`src/rtl/ulpb_sleep_ctrl_pkg.sv`:
```
// Shared encodings for the ULPB sleep controller: isolation levels, 4-bit sleep-state codes
// and the per-state power/clock/reset/isolation control word.
package ulpb_sleep_ctrl_pkg;

    localparam logic IO_HOLD    = 1'b1;
    localparam logic IO_RELEASE = 1'b0;

    localparam logic [3:0] SLP_SLEEP   = 4'd0;
    localparam logic [3:0] SLP_PWR_ON  = 4'd1;
    localparam logic [3:0] SLP_CLK_ON  = 4'd2;
    localparam logic [3:0] SLP_ISO_OFF = 4'd3;
    localparam logic [3:0] SLP_RST_OFF = 4'd4;
    localparam logic [3:0] SLP_ACTIVE  = 4'd5;
    localparam logic [3:0] SLP_RST_ON  = 4'd6;
    localparam logic [3:0] SLP_ISO_ON  = 4'd7;
    localparam logic [3:0] SLP_CLK_OFF = 4'd8;
    localparam logic [3:0] SLP_PWR_OFF = 4'd9;

    typedef struct packed {
        logic mbc_sleep;
        logic mbc_clk_en;
        logic mbc_resetn;
        logic iso;
    } pwr_ctrl_t;

    function automatic pwr_ctrl_t state_ctrl(input logic [3:0] s);
        pwr_ctrl_t c;
        case (s)
            SLP_PWR_ON:              c = pwr_ctrl_t'({1'b0, 1'b0, 1'b0, IO_HOLD});
            SLP_CLK_ON:              c = pwr_ctrl_t'({1'b0, 1'b1, 1'b0, IO_HOLD});
            SLP_ISO_OFF:             c = pwr_ctrl_t'({1'b0, 1'b1, 1'b0, IO_RELEASE});
            SLP_RST_OFF, SLP_ACTIVE: c = pwr_ctrl_t'({1'b0, 1'b1, 1'b1, IO_RELEASE});
            SLP_RST_ON:              c = pwr_ctrl_t'({1'b0, 1'b1, 1'b0, IO_RELEASE});
            SLP_ISO_ON:              c = pwr_ctrl_t'({1'b0, 1'b1, 1'b0, IO_HOLD});
            SLP_CLK_OFF:             c = pwr_ctrl_t'({1'b0, 1'b0, 1'b0, IO_HOLD});
            default:                 c = pwr_ctrl_t'({1'b1, 1'b0, 1'b0, IO_HOLD});
        endcase
        return c;
    endfunction

    // Successor of each transitional state; unknown codes fall back to sleep.
    function automatic logic [3:0] next_step(input logic [3:0] s);
        case (s)
            SLP_PWR_ON:  return SLP_CLK_ON;
            SLP_CLK_ON:  return SLP_ISO_OFF;
            SLP_ISO_OFF: return SLP_RST_OFF;
            SLP_RST_OFF: return SLP_ACTIVE;
            SLP_RST_ON:  return SLP_ISO_ON;
            SLP_ISO_ON:  return SLP_CLK_OFF;
            SLP_CLK_OFF: return SLP_PWR_OFF;
            default:     return SLP_SLEEP;
        endcase
    endfunction

    function automatic logic in_wake_seq(input logic [3:0] s);
        return (s >= SLP_PWR_ON) && (s <= SLP_RST_OFF);
    endfunction

    function automatic logic in_sleep_seq(input logic [3:0] s);
        return (s >= SLP_RST_ON) && (s <= SLP_PWR_OFF);
    endfunction

endpackage

```
`src/rtl/ulpb_step_timer.sv`:
```
// Loadable down-counter that stops at zero; done is the terminal-count compare.
module ulpb_step_timer #(
    parameter int WIDTH = 2
) (
    input  logic             clk,
    input  logic             resetn,
    input  logic             load,
    input  logic [WIDTH-1:0] load_val,
    input  logic             en,
    output logic             done
);

    logic [WIDTH-1:0] count;

    always_ff @(posedge clk) begin
        if (!resetn) begin
            count <= '0;
        end else if (load) begin
            count <= load_val;
        end else if (en && (count != '0)) begin
            count <= count - WIDTH'(1);
        end
    end

    assign done = (count == '0);

endmodule

```
`src/rtl/ulpb_sleep_ctrl.sv`:
```
// Power/isolation sequencer for one ULPB layer: steps the MBC through power, clock, isolation
// and reset in a fixed order, and raises EXTERNAL_INT toward the line controller.
//
//  state       | meaning
//  S_SLEEP     | MBC power-gated, isolation held
//  S_PWR_ON    | power restored
//  S_CLK_ON    | clock enabled
//  S_ISO_OFF   | isolation released
//  S_RST_OFF   | reset released
//  S_ACTIVE    | MBC running
//  S_RST_ON    | reset asserted
//  S_ISO_ON    | isolation held
//  S_CLK_OFF   | clock gated
//  S_PWR_OFF   | power gated, returning to sleep
module ulpb_sleep_ctrl
    import ulpb_sleep_ctrl_pkg::*;
#(
    parameter int STEP_CYCLES = 2,
    parameter int INT_TIMEOUT = 16
) (
    input  logic CLK,
    input  logic RESETn,
    input  logic WAKEUP_REQ,
    input  logic SLEEP_REQ,
    input  logic EXT_INT_REQ,
    input  logic BUS_BUSY,
    output logic MBC_SLEEP,
    output logic MBC_CLK_EN,
    output logic MBC_RESETn,
    output logic RELEASE_ISO_FROM_SLEEP_CTRL,
    output logic EXTERNAL_INT,
    output logic SLEEP_STATE
);

    localparam int STEP_W  = $clog2(STEP_CYCLES + 1);
    localparam int TO_W    = (INT_TIMEOUT > 0) ? $clog2(INT_TIMEOUT + 1) : 1;
    localparam int TO_LOAD = (INT_TIMEOUT > 0) ? INT_TIMEOUT - 1 : 0;
    localparam logic TIMEOUT_EN = (INT_TIMEOUT != 0);
    localparam logic [STEP_W-1:0] STEP_LOAD = STEP_W'(STEP_CYCLES - 1);
    localparam logic [TO_W-1:0]   TO_LOAD_V = TO_W'(TO_LOAD);

    logic [3:0] state, state_nxt;
    logic       wake_pend, wake_pend_nxt;
    logic       sleep_pend, sleep_pend_nxt;
    logic       step_done;
    logic       wake_in;
    pwr_ctrl_t  ctrl_nxt;

    logic int_req_q, busy_q, int_armed;
    logic int_set, int_clr, to_done;

    assign wake_in = WAKEUP_REQ | EXT_INT_REQ;

    // Reloaded on every state change so each transitional state lasts STEP_CYCLES cycles.
    ulpb_step_timer #(.WIDTH(STEP_W)) u_step_timer (
        .clk      (CLK),
        .resetn   (RESETn),
        .load     (state_nxt != state),
        .load_val (STEP_LOAD),
        .en       (1'b1),
        .done     (step_done)
    );

    ulpb_step_timer #(.WIDTH(TO_W)) u_int_timer (
        .clk      (CLK),
        .resetn   (RESETn),
        .load     (int_set),
        .load_val (TO_LOAD_V),
        .en       (EXTERNAL_INT),
        .done     (to_done)
    );

    always_comb begin
        state_nxt      = state;
        wake_pend_nxt  = wake_pend;
        sleep_pend_nxt = sleep_pend;
        case (state)
            SLP_SLEEP: begin
                if (wake_in || wake_pend) begin
                    state_nxt     = SLP_PWR_ON;
                    wake_pend_nxt = 1'b0;
                end
            end
            SLP_ACTIVE: begin
                if (SLEEP_REQ || sleep_pend) begin
                    state_nxt      = SLP_RST_ON;
                    sleep_pend_nxt = 1'b0;
                    if (WAKEUP_REQ) wake_pend_nxt = 1'b1;
                end
            end
            default: begin
                // Sequences never abort; opposite requests wait in the pending flags.
                if (in_wake_seq(state) && SLEEP_REQ) sleep_pend_nxt = 1'b1;
                if (in_sleep_seq(state) && wake_in)  wake_pend_nxt  = 1'b1;
                if (step_done) state_nxt = next_step(state);
            end
        endcase
    end

    assign ctrl_nxt = state_ctrl(state_nxt);
    assign int_set  = int_req_q && int_armed && !EXTERNAL_INT;
    assign int_clr  = EXTERNAL_INT && (busy_q || (TIMEOUT_EN && to_done));

    always_ff @(posedge CLK) begin
        if (!RESETn) begin
            state                       <= SLP_SLEEP;
            wake_pend                   <= 1'b0;
            sleep_pend                  <= 1'b0;
            MBC_SLEEP                   <= 1'b1;
            MBC_CLK_EN                  <= 1'b0;
            MBC_RESETn                  <= 1'b0;
            RELEASE_ISO_FROM_SLEEP_CTRL <= IO_HOLD;
            SLEEP_STATE                 <= 1'b1;
        end else begin
            state                       <= state_nxt;
            wake_pend                   <= wake_pend_nxt;
            sleep_pend                  <= sleep_pend_nxt;
            MBC_SLEEP                   <= ctrl_nxt.mbc_sleep;
            MBC_CLK_EN                  <= ctrl_nxt.mbc_clk_en;
            MBC_RESETn                  <= ctrl_nxt.mbc_resetn;
            RELEASE_ISO_FROM_SLEEP_CTRL <= ctrl_nxt.iso;
            SLEEP_STATE                 <= (state_nxt == SLP_SLEEP);
        end
    end

    // Request and bus-busy are registered so EXTERNAL_INT reacts one edge after sampling.
    always_ff @(posedge CLK) begin
        if (!RESETn) begin
            int_req_q    <= 1'b0;
            busy_q       <= 1'b0;
            int_armed    <= 1'b1;
            EXTERNAL_INT <= 1'b0;
        end else begin
            int_req_q <= EXT_INT_REQ && (state != SLP_ACTIVE);
            busy_q    <= BUS_BUSY;
            if (int_set) begin
                EXTERNAL_INT <= 1'b1;
            end else if (int_clr) begin
                EXTERNAL_INT <= 1'b0;
            end
            if (!EXT_INT_REQ) begin
                int_armed <= 1'b1;
            end else if (int_set) begin
                int_armed <= 1'b0;
            end
        end
    end

endmodule

```
`config.mk`:
```
export PLATFORM = sky130hd
export DESIGN_NAME = ulpb_sleep_ctrl
export DESIGN_NICKNAME = d
export VERILOG_FILES = /design/src/rtl/ulpb_sleep_ctrl_pkg.sv /design/src/rtl/ulpb_step_timer.sv /design/src/rtl/ulpb_sleep_ctrl.sv
export SDC_FILE = /design/constraint.sdc
export NUM_CORES = 1
export LEC_CHECK = 0
export ABC_AREA = 1
export CAP_MARGIN = 25
export CORE_MARGIN = 3
export CORE_UTILIZATION = 54
export CTS_CLUSTER_SIZE = 24
export DETAILED_ROUTE_END_ITERATION = 10
export PLACE_DENSITY_LB_ADDON = 0.1
export SLEW_MARGIN = 5
export SYNTH_ARGS = -nofsm -noshare
export SYNTH_HDL_FRONTEND = slang
export SYNTH_SLANG_ARGS = --single-unit
```
`constraint.sdc`:
```
create_clock -name CLK -period 1.8 [get_ports CLK]
set_input_delay 0.27 -clock CLK [delete_from_list [all_inputs] [get_ports CLK]]
set_output_delay 0.27 -clock CLK [all_outputs]
set_load 0.02 [all_outputs]
```
Word-level counts from Yosys, hierarchy flattened
Memories as Yosys holds them, arrays and structs flattened. A register that Yosys moved wholly into a read port is not among the register bits.
Cells that the tools add are included.
- add/subtract/negate cells: 2
- magnitude comparators: 4
- equal/unequal tests: 13
- muxes and demuxes: 19
- bitwise operators: 3
- reductions and logical operators: 30
- operators with widths (operator ; count):
    $pmux 4 s7 ; 1
    $mux 4 ; 5
    $eq 4x3->1 const B ; 4
    $mux 1 ; 10
    $reduce_bool 2->1 ; 5
    $logic_and 1x1->1 ; 9
    $eq 4x2->1 const B ; 2
    $logic_not 4->1 ; 2
    $pmux 4 s2 ; 1
    $ne 2x2->1 const B ; 3
    $logic_not 5->1 ; 1
    $reduce_bool 5->1 ; 1
    $sub 5x1->5 const B ; 1
    $eq 4x1->1 const B ; 1
    $eq 4x4->1 const B ; 1
    $ge 4x1->1 const B ; 1
    $ge 4x3->1 const B ; 1
    $le 4x3->1 const B ; 1
    $le 4x4->1 const B ; 1
    $ne 4x3->1 const B ; 1
    $ne 4x4->1 ; 1
    $pmux 1 s2 ; 2
    $reduce_and 4->1 ; 1
    $reduce_or 2->1 ; 2
    other kinds (9) ; 13
- bits in registers: 18
- ROM bits: 64
- word-level logic and storage cells: 84
- memories kept: 1
- memory list (memory ; depth ; width ; rd ports ; clocked after memory_dff ; wr ports ; RTL line ; RTL):
    (no name shown) ; 16 ; 4 ; 1 ; 1 ; 0 ; ulpb_sleep_ctrl_pkg.sv:28 ; case (s)

Depth between registers and ports, before layout
- word-level depth: 6
- mapped depth: 13

Cells and area by module
A second synthesis with hierarchy kept.
- cell total of the unflattened synthesis: 197
- area, all modules: 1283.7 µm²
- by module, submodules not included (module ; instances ; cells each ; area an instance (µm²)):
    ulpb_sleep_ctrl ; 1 ; 115 ; 799.5
    ulpb_step_timer at u_int_timer ; 1 ; 58 ; 347.8
    ulpb_step_timer at u_step_timer ; 1 ; 24 ; 136.4

Worst setup path before layout
No wires, ideal clock.
- path kind: flip-flop to flip-flop
- start: register u_step_timer.count[0]
- end: register u_step_timer.count[0]
- setup time: 0.109 ns
- arrival: 1.334 ns
- required time: 1.691 ns
- slack: 0.357 ns
- stages on the path, launching flop included: 14
- path through: dfxtp_1 -> inv_1 -> ha_1 -> buf_4 -> inv_1 -> nand2_1 -> nand2_1 -> nand2_2 -> nand2_1 -> nand2_1 -> nor2_2 -> nand3_1 -> nand2_1 -> inv_1
- longest elaborated chain between the ends: 5
- elaborated cells between the ends (all ways): 9
- ends and longest elaborated chain (element ; RTL line ; RTL):
    start, declared ; ulpb_step_timer.sv:13 ; logic [WIDTH-1:0] count;
    start signal, assigned ; ulpb_step_timer.sv:19 ; count <= load_val;
    start signal, assigned ; ulpb_step_timer.sv:21 ; count <= count - WIDTH'(1);
    $logic_not 2->1 ; ulpb_step_timer.sv:25 ; assign done = (count == '0);
    $mux 4 ; ulpb_sleep_ctrl.sv:95 ; if (step_done) state_nxt = next_step(state);
    $pmux 4 s2 ; ulpb_sleep_ctrl.sv:77 ; case (state)
    $ne 4x4->1 ; ulpb_sleep_ctrl.sv:58 ; .load (state_nxt != state),
    $mux 1 / $reduce_bool 2->1 (equally long branches) ; -- ;
Parallel ways exist; a longest one is shown, timed or not. The select of a mux whose other input is x is not followed.
A chain may end at the register's enable or synchronous reset.

Final worst setup path
- start: register EXTERNAL_INT
- end: output port EXTERNAL_INT
- RTL lines (element ; RTL line ; RTL):
    start, declared ; ulpb_sleep_ctrl.sv:31 ; output logic EXTERNAL_INT,
    start signal, assigned ; ulpb_sleep_ctrl.sv:132 ; EXTERNAL_INT <= 1'b0;
    start signal, assigned ; ulpb_sleep_ctrl.sv:137 ; EXTERNAL_INT <= 1'b1;
    start signal, assigned ; ulpb_sleep_ctrl.sv:139 ; EXTERNAL_INT <= 1'b0;
No word-level cell between the ends.

==> impl_metrics.env <==
export IMPL_hp_class="flop to flop"
export IMPL_yosysUniqueCellTypes=28
export IMPL_slowest_delay_ps=620
export IMPL_die_w_um=52.00
export IMPL_finalSetupViolCount=0
export IMPL_critPathSlowestCell="clkdlybuf4s50_1"
export IMPL_multiInputGateArea_sq_um=588.1
export IMPL_numCtsBuffers=3
export IMPL_reg2regPathDepth=12
export IMPL_cp_top_family="buffers and inverters"
export IMPL_post_route_util_pct=66.54
export IMPL_synth_edf_count=0
export IMPL_synthTopCellsByArea="dfxtp_1, nand2_1, inv_1, nand3_1, nor2_1"
export IMPL_die_h_um=52.00
export IMPL_cts_root_buf="clkbuf_4"
export IMPL_grt_max_degree=14
export IMPL_grt_pass1_vias=938
export IMPL_skew_ps=11.05
export IMPL_cts_setup_buffers=0
export IMPL_maxCapViolations=0
export IMPL_drive_gt1_share_pct=16.28
export IMPL_path_class="flop to output pin"
export IMPL_dp_cells=195
export IMPL_fin_cells=199
export IMPL_status="complete, no violations"
export IMPL_grtUsageTotal_pct=18.43
export IMPL_antenna_cells=0
export IMPL_hold_viol=0
export IMPL_power_total_mw=2.021
export IMPL_synth_flop_cell="dfxtp_1"
export IMPL_grt_overflow_total=0
export IMPL_slew_headroom_pct=73.45
export IMPL_r2r_setup_slack_ps=180
export IMPL_detail_route_iter0_violations=14
export IMPL_total_leakage_power_nw=0.5792
export IMPL_io_buffers=11
export IMPL_dpl_worst_slack_ps=175.0
export IMPL_start_util_pct=57.64
export IMPL_syn_area_sq_um=1142
export IMPL_yosysTopAreaCellShare_pct=38.55
export IMPL_ir_drop_v=0.001101
export IMPL_antenna_found_initial=0
export IMPL_p_per_area_nw_per_um2=1533
export IMPL_postSynthAreaPerCell_sq_um=7.140
export IMPL_place_congestion=0.8369
export IMPL_clockBufferDepth=2
export IMPL_whs_endpoint="EXTERNAL_INT"
export IMPL_finalWirelength_um=2139
export IMPL_worstPathArrival_ps=1350
export IMPL_h_tree_depth=1
export IMPL_ctsHoldBuffers=0
export IMPL_dr_pass1_iters=4
export IMPL_ys_seq_area_share_pct=38.55
export IMPL_rsz0062_at_grt="no"
export IMPL_grt_pass1_wl_um=3698
export IMPL_met3_wirelength_um=104
export IMPL_crit_buf_inv=1
export IMPL_synthCells=160
export IMPL_fmax_mhz=616.1
export IMPL_insertion_delay_ps=320
export IMPL_hpwl_um=1640
export IMPL_post_synth_top_count_cell="nand2_1"
export IMPL_cp_required_ps=1530
export IMPL_antenna_left=0
export IMPL_synth_commonest_cells="nand2_1, dfxtp_1, inv_1"
export IMPL_cts_sinks=22
export IMPL_finalNetCount=181
export IMPL_path_max_fanout=5
export IMPL_reg2reg_from="u_step_timer.count[0]"
export IMPL_cts_resized=0
export IMPL_yosys_warnings=0
export IMPL_regArea_sq_um=440.4
export IMPL_yosysTopAreaCell="dfxtp_1"
export IMPL_fin_crit_sh_pct=90.17
export IMPL_fill_cells=190
export IMPL_r2r_end="u_step_timer.count[0]"
export IMPL_setup_ws_ps=176.9
export IMPL_dieArea_sq_um=2703
export IMPL_cts_tree="built"
export IMPL_worst_slew_pin_slew_ps=397.8
export IMPL_end_kind="output pin"
export IMPL_m1WireLength_um=1003
export IMPL_whs_path_depth=1
export IMPL_area_growth_synth_to_final_pct=15.44
export IMPL_wl_per_cell_um=10.75
export IMPL_fp_coreArea_sq_um=1982
export IMPL_syn_nets=168
export IMPL_route_met2_wl_um=997
export IMPL_crit_chain="clkdlybuf4s50_1"
export IMPL_synthArstFlopShare_pct=0
export IMPL_post_route_min_period_ps=1623
export IMPL_top_layer="met4"
export IMPL_remaining_drc_errors=0
export IMPL_vias_per_cell=5.166
export IMPL_min_delay_start="busy_q"
export IMPL_num_rows=16
export IMPL_vias=1028
export IMPL_critPathLaunchType="flop"
export IMPL_drv_slew=0
export IMPL_tns_ps=0
export IMPL_path_clk_slew_ps=140
export IMPL_yosys_register_bits=22
export IMPL_ioPinCount=12
## kinds of logic after synthesis
kind of cell	share of synthesized area, %
AOI/OAI and AO/OA	13.47
xor gates and xnor gates	0.7668
adders and majority gates	2.190
buffers and inverters	9.966
DFF	38.55
and+or+nand+nor	35.05
## placed cells by master (no fill, tap or decap)
cell | Yosys | routed
nand2_1 | 32 | 32
dfxtp_1 | 22 | 22
inv_1 | 20 | 20
nor2_1 | 16 | 16
nand3_1 | 15 | 15
clkdlybuf4s50_1 | 0 | 11
a21oi_1 | 7 | 7
nand2_2 | 7 | 7
o21ai_0 | 6 | 6
nor2_2 | 5 | 5
o21ai_2 | 4 | 4
nor3_1 | 3 | 3
inv_2 | 3 | 3
clkbuf_4 | 0 | 3
nand3_2 | 2 | 2
nand4_1 | 2 | 2
a31oi_1 | 2 | 2
ha_1 | 2 | 2
nor2_4 | 1 | 1
o31ai_1 | 1 | 1
nand2_4 | 1 | 1
a311oi_1 | 1 | 1
a211oi_1 | 1 | 1
xor2_1 | 1 | 1
a2111oi_0 | 1 | 1
o31a_1 | 1 | 1
bufinv_16 | 0 | 1
buf_4 | 1 | 1
## metal layers
layer  GRT usage (%)  vias to the layer above
met4           10.04                        0
met5               0                        -
met2           29.08                       21
met1           23.49                      464
li1                -                      537
met3           3.438                        6
## flip-flops by register name (all words and copies together) (netlist names)
signal,cells
u_int_timer.count,5
state,4
u_step_timer.count,2
EXTERNAL_INT,1
MBC_CLK_EN,1
MBC_RESETn,1
MBC_SLEEP,1
RELEASE_ISO_FROM_SLEEP_CTRL,1
SLEEP_STATE,1
busy_q,1
int_armed,1
int_req_q,1
sleep_pend,1
wake_pend,1
## worst max-delay path by stage
stage	from	endpoint	slack, ps	cells after the start
6_report	EXTERNAL_INT	EXTERNAL_INT	180	1
5_1_grt	u_step_timer.count[0]	u_step_timer.count[0]	6	12
4_1_cts	EXTERNAL_INT	EXTERNAL_INT	170	1
3_5_place_dp	EXT_INT_REQ	u_step_timer.count[0]	170	11
3_3_place_gp	EXT_INT_REQ	u_step_timer.count[0]	180	11
2_1_floorplan	u_step_timer.count[0]	u_step_timer.count[0]	360	13
## area by class of cell
class                   instances  share of cell area (%)
clock buffers                   3                   1.708
clock inverters                 1                   2.277
inverters                      23                   6.547
multi-input cells             111                   44.59
flip-flops and latches         22                   33.40
well taps                      27                   2.562
repair buffers                 12                   8.918
## where the power goes
part           internal [mW]  total, mW  switching [mW]
registers              0.591      0.668          0.0772
logic                  0.357      0.966           0.609
clock network          0.225      0.387           0.161
## through the flow
stage          hold WS [ps]  instance area [sq um]
4_1_cts               421.0                   1319
3_5_place_dp          402.7                   1266
2_1_floorplan         354.1                   1142
5_1_grt               439.0                   1319
6_report              419.4                   1319
3_3_place_gp          401.7                   1266
No activity file was read; power rests on OpenSTA's default activity.
